`src/rtl/demux_dispatch_pkg.sv`:
```
// Shared types and helpers for the demux dispatch front end and recurse_demux benches.
package demux_dispatch_pkg;

  localparam int S_DEFAULT = 2;
  localparam int N_DEFAULT = 2 ** S_DEFAULT;

  // Widest lane select the onehot helper supports.
  localparam int MAX_S = 8;
  localparam int MAX_N = 1 << MAX_S;

  typedef enum logic {
    EMPTY = 1'b0,
    FULL  = 1'b1
  } state_t;

  // One-hot decode of sel; out-of-range selects for an s-bit lane space give zero.
  function automatic logic [MAX_N-1:0] onehot(input logic [MAX_S-1:0] sel, input int s);
    logic [MAX_N-1:0] r;
    r = '0;
    if (int'(sel) < (1 << s)) begin
      r[sel] = 1'b1;
    end else begin
      r = '0;
    end
    return r;
  endfunction

endpackage

```
`src/rtl/demux_dispatch_rr_counter.sv`:
```
// W-bit wrapping counter with enable and synchronous reset; shared with the mux-side arbiter.
module rr_counter #(
  parameter int W = 2
) (
  input  logic         clk,
  input  logic         rst,
  input  logic         en,
  output logic [W-1:0] count
);

  // Count register: wraps naturally at 2**W.
  always_ff @(posedge clk) begin
    if (rst) begin
      count <= '0;
    end else if (en) begin
      count <= count + W'(1);
    end else begin
      count <= count;
    end
  end

endmodule

```
`src/rtl/demux_dispatch.sv`:
```
// One-entry dispatch register feeding recurse_demux with per-lane valid/ready handshakes.
module demux_dispatch
  import demux_dispatch_pkg::*;
#(
  parameter int S = 2,
  parameter int T = 8
) (
  input  logic                clk,
  input  logic                rst,
  input  logic                in_valid,
  output logic                in_ready,
  input  logic [T-1:0]        in_data,
  input  logic [S-1:0]        in_dest,
  input  logic                rr_mode,
  output logic [T-1:0]        data,
  output logic [S-1:0]        ctrl,
  output logic [(2**S)-1:0]   lane_valid,
  input  logic [(2**S)-1:0]   lane_ready,
  output logic [S-1:0]        rr_ptr
);

  localparam int N = 2 ** S;

  state_t         state_r;
  state_t         state_s;
  logic [T-1:0]   data_s;
  logic [S-1:0]   ctrl_s;
  logic [N-1:0]   lane_valid_s;
  logic           accept_s;
  logic           handoff_s;
  logic           rr_en_s;

  // Ready passes straight through from the addressed lane once a word is held.
  always_comb begin
    in_ready  = !rst && ((state_r == EMPTY) || lane_ready[ctrl]);
    accept_s  = in_valid && in_ready;
    handoff_s = !rst && (state_r == FULL) && lane_ready[ctrl];
    rr_en_s   = accept_s && rr_mode;
  end

  rr_counter #(
    .W (S)
  ) u_rr_counter (
    .clk   (clk),
    .rst   (rst),
    .en    (rr_en_s),
    .count (rr_ptr)
  );

  // Next-state, next word and next lane-valid decode.
  always_comb begin
    state_s      = state_r;
    data_s       = data;
    ctrl_s       = ctrl;
    lane_valid_s = '0;
    case (state_r)
      EMPTY: begin
        if (accept_s) begin
          data_s  = in_data;
          ctrl_s  = rr_mode ? rr_ptr : in_dest;
          state_s = FULL;
        end else begin
          state_s = EMPTY;
        end
      end
      FULL: begin
        // A handoff frees the slot in the same cycle, so a concurrent accept refills it.
        if (accept_s) begin
          data_s  = in_data;
          ctrl_s  = rr_mode ? rr_ptr : in_dest;
          state_s = FULL;
        end else if (handoff_s) begin
          state_s = EMPTY;
        end else begin
          state_s = FULL;
        end
      end
      default: begin
        state_s = EMPTY;
      end
    endcase
    if (state_s == FULL) begin
      lane_valid_s = N'(onehot(MAX_S'(ctrl_s), S));
    end else begin
      lane_valid_s = '0;
    end
  end

  // State, held word and registered lane valid.
  always_ff @(posedge clk) begin
    if (rst) begin
      state_r    <= EMPTY;
      data       <= '0;
      ctrl       <= '0;
      lane_valid <= '0;
    end else begin
      state_r    <= state_s;
      data       <= data_s;
      ctrl       <= ctrl_s;
      lane_valid <= lane_valid_s;
    end
  end

endmodule

```
`config.mk`:
```
export PLATFORM = sky130hd
export DESIGN_NAME = demux_dispatch
export DESIGN_NICKNAME = d
export VERILOG_FILES = /design/src/rtl/demux_dispatch_pkg.sv /design/src/rtl/demux_dispatch_rr_counter.sv /design/src/rtl/demux_dispatch.sv
export SDC_FILE = /design/constraint.sdc
export NUM_CORES = 1
export LEC_CHECK = 0
export ABC_AREA = 1
export CAP_MARGIN = 40
export CORE_UTILIZATION = 35
export DETAILED_ROUTE_END_ITERATION = 8
export DONT_BUFFER_PORTS = 1
export MAX_ROUTING_LAYER = met4
export PLACE_DENSITY = 0.49
export SYNTH_ARGS = -nofsm -noshare
export SYNTH_HDL_FRONTEND = slang
export SYNTH_HIERARCHICAL = 1
export SYNTH_SLANG_ARGS = --single-unit
export TNS_END_PERCENT = 10
```
`constraint.sdc`:
```
create_clock -name clk -period 2.65 [get_ports clk]
set_input_delay 0.1325 -clock clk [delete_from_list [all_inputs] [get_ports clk]]
set_output_delay 0.1325 -clock clk [all_outputs]
set_load 0.005 [all_outputs]
```
==> results.py <==
metrics = {
    "worst_setup_path": {
        "reg2reg_depth": 9,
        "crit_buf_inv": 0,
        "arrival_ps": 1410,
        "max_stage_delay_ps": 450,
        "rrSetupSlack_ps": 1180,
        "path_cells": "nand2_1 > nand3_2 > nand2_4 > a21oi_2",
        "crit_fanout": 9,
        "crit_cells": 4,
        "startpoint_type": "register",
        "cp-end-kind": "output pin",
        "cpMaxStageDelayCell": "dfxtp_1",
        "criticalPathCategory": "register to output pin",
        "required_ps": 2520,
        "critPathTopFamily": "flip-flops",
    },
    "floorplan": {
        "io_pins": 35,
        "fp.dieW_um": 48.3,
        "die_area_um2": 2330,
        "rows": 16,
        "start_util_pct": 37.8,
        "die_height_um": 48.3,
        "core_area_um2": 1980,
    },
    "power": {
        "power_frac_comb_pct": 14.0,
        "swShare_pct": 28.3,
        "p_seq_share_pct": 57.2,
        "clkPwrFrac_pct": 28.8,
        "p_int_uw": 359,
        "total_leakage_power_nw": 0.397,
        "p_switching_uw": 141,
        "power-per-cell-area_nw_per_um2": 560,
        "p_total_uw": 500,
        "vdd_drop_max_mv": 0.307,
    },
    "hold_path": {
        "hold_class": "input pin to register",
        "min_path_cells": 2,
    },
    "timing": {
        "clock_skew_ps": 0.893,
        "rsz0062_at_grt": "false",
        "tightest_slew_ps": 467,
        "final_hold_viol_count": 0,
        "tns_ps": 0,
        "max_freq_ghz": 0.646,
        "maxSlewHeadroom_pct": 68.9,
        "slew_violations": 0,
        "setup_viol": 0,
        "post-route-period-util_pct": 58.4,
        "min_period_ps": 1550,
    },
    "cts": {
        "ctsHtreeMaxLevel": 1,
        "cts_num_sinks": 17,
        "cts_resized": 0,
        "clk_latency_ps": 290,
        "cts_buffers": 3,
        "cts-root-buf": "clkbuf_4",
        "cts.path.max_buffers": 2,
        "clk_pin_slew_ps": 100,
        "cts_tree": "built",
    },
    "placement": {
        "gp_congestion": 0.723,
        "place_hpwl_um": 1140,
        "portBuffers": 0,
    },
    "global_routing": {
        "grt_pass1_wl_um": 2260,
        "antenna_found_initial": 0,
        "grt_pass1_vias": 517,
        "grt_start_max_net_pins": 14,
        "grt_use_total_pct": 15.4,
        "overflow": 0,
    },
    "cells_and_area": {
        "area_growth_pct": 19.2,
        "num_antenna_cells": 0,
        "drive_gt1_share_pct": 11.2,
        "fin_nets": 126,
    },
    "synth": {
        "syn-cell-area_um2": 749,
        "synth_cell_types": 17,
        "yosysSeqAreaShare_pct": 45.4,
        "yosys_warnings": 6,
        "synthesis.instances": 96,
        "syn-num-nets": 114,
        "synth-seq-cells": 17,
        "syn_avg_cell_area_um2": 7.81,
    },
    "drt": {
        "drtAntennaViolNets": 0,
        "route.detailed.wl_per_inst_um": 11.8,
        "drc": 0,
        "first_iter_violations": 7,
        "avgViaCountPerCell": 4.87,
        "first_pass_iters": 4,
        "vias": 653,
        "totalWireLength_um": 1580,
    },
    "flow_run": {
        "max-cap-violations": 0,
    },
    "status": {
        "status": "finished, final reports clean",
    },
}
[power by group through the flow]
stage / Clock [mW] / Sequential [mW] / Combinational (mW)
floorplan: 0 / 0.289 / 0.0519
global placement: 0 / 0.292 / 0.0559
detailed placement: 0 / 0.292 / 0.0561
CTS: 0.149 / 0.287 / 0.0710
global route: 0.162 / 0.288 / 0.0785
finish: 0.144 / 0.286 / 0.0698
[cell usage in the layout (no fill, tap or decap), drive strengths merged]
cell | netlist | routed
dlygate4sd3 | 0 | 10
nand4 | 4 | 4
nor2 | 9 | 9
inv | 8 | 8
a21oi | 4 | 4
dfxtp | 17 | 17
nand3 | 22 | 22
clkbuf | 1 | 3
clkinvlp | 0 | 1
nand2 | 29 | 29
[path summary, 6_finish.rpt]
| kind | start | to |
|---|---|---|
| worst min register to register | data[4] | data[4] |
| worst max register to register | ctrl[0] | u_rr_counter/count[1] |
| worst max-delay path | ctrl[0] | in_ready |
| worst min-delay path | in_valid | state_r |
[per-stage QoR]
stage          cells  hold slack, ps  util (%)  instance area (µm²)  setup slack, ps
2_1_floorplan     96             200         -                  749             1270
3_3_place_gp     120             204      38.5                  763             1180
3_5_place_dp     120             204      38.5                  763             1160
4_1_cts          134            21.0      45.1                  893             1060
5_1_grt          134            14.8      45.1                  893              945
6_report         134            26.9      45.1                  893             1100
[kinds of logic after synthesis]
kind of cell | share of synthesized area (%)
buf+inv | 6.68
compound gates | 4.68
simple gates | 43.2
flops | 45.4
[repair_timing]
item	4_1_cts	5_1_grt
hold buffers	10	0
buffers inserted	0	0
hold endpoints to repair	13	0
[cell type report]
class | count | area, µm²
clock inverters | 1 | 7.51
flip-flops and latches | 17 | 340
clock buffers | 3 | 22.5
inverters | 8 | 30.0
multi-input cells | 68 | 359
repair buffers | 10 | 100
well taps | 27 | 33.8
fillers | 208 | 1090
[synthesized netlist by cell type]
| cell type | number | area, µm² |
|---|---|---|
| a21oi_1 | 2 | 10.0 |
| a21oi_2 | 1 | 8.76 |
| a21oi_4 | 1 | 16.3 |
| buf_2 | 1 | 5.00 |
| buf_6 | 1 | 11.3 |
| clkbuf_1 | 1 | 3.75 |
| dfxtp_1 | 17 | 340 |
| inv_1 | 7 | 26.3 |
| inv_2 | 1 | 3.75 |
| nand2_1 | 27 | 101 |
| nand2_4 | 1 | 11.3 |
| nand2_8 | 1 | 20.0 |
| nand3_1 | 19 | 95.1 |
| nand3_2 | 2 | 20.0 |
| nand3_4 | 1 | 17.5 |
| nand4_1 | 4 | 25.0 |
| nor2_1 | 9 | 33.8 |
[routing by layer]
layer	routed length, µm	track usage [%]	vias to the layer above
met3	128	4.44	4
met5	0	-	-
li1	-	-	336
met4	36	10.0	0
met2	691	22.7	26
met1	722	18.2	287
[worst register-to-register path, stage by stage (launching register included)]
cell,delay (ps)
dfxtp_1,450
nand2_1,90
nand3_2,100
nand2_4,80
nand2_8,80
nand3_4,140
nor2_1,230
nand3_1,100
nand2_1,60
nor2_1,30
[registers in the layout, indices dropped and copies added, names as in the netlist]
| name | flops |
|---|---|
| data | 8 |
| lane_valid | 4 |
| ctrl | 2 |
| u_rr_counter/count | 2 |
| state_r | 1 |
No activity file was read; power rests on OpenSTA's default activity.
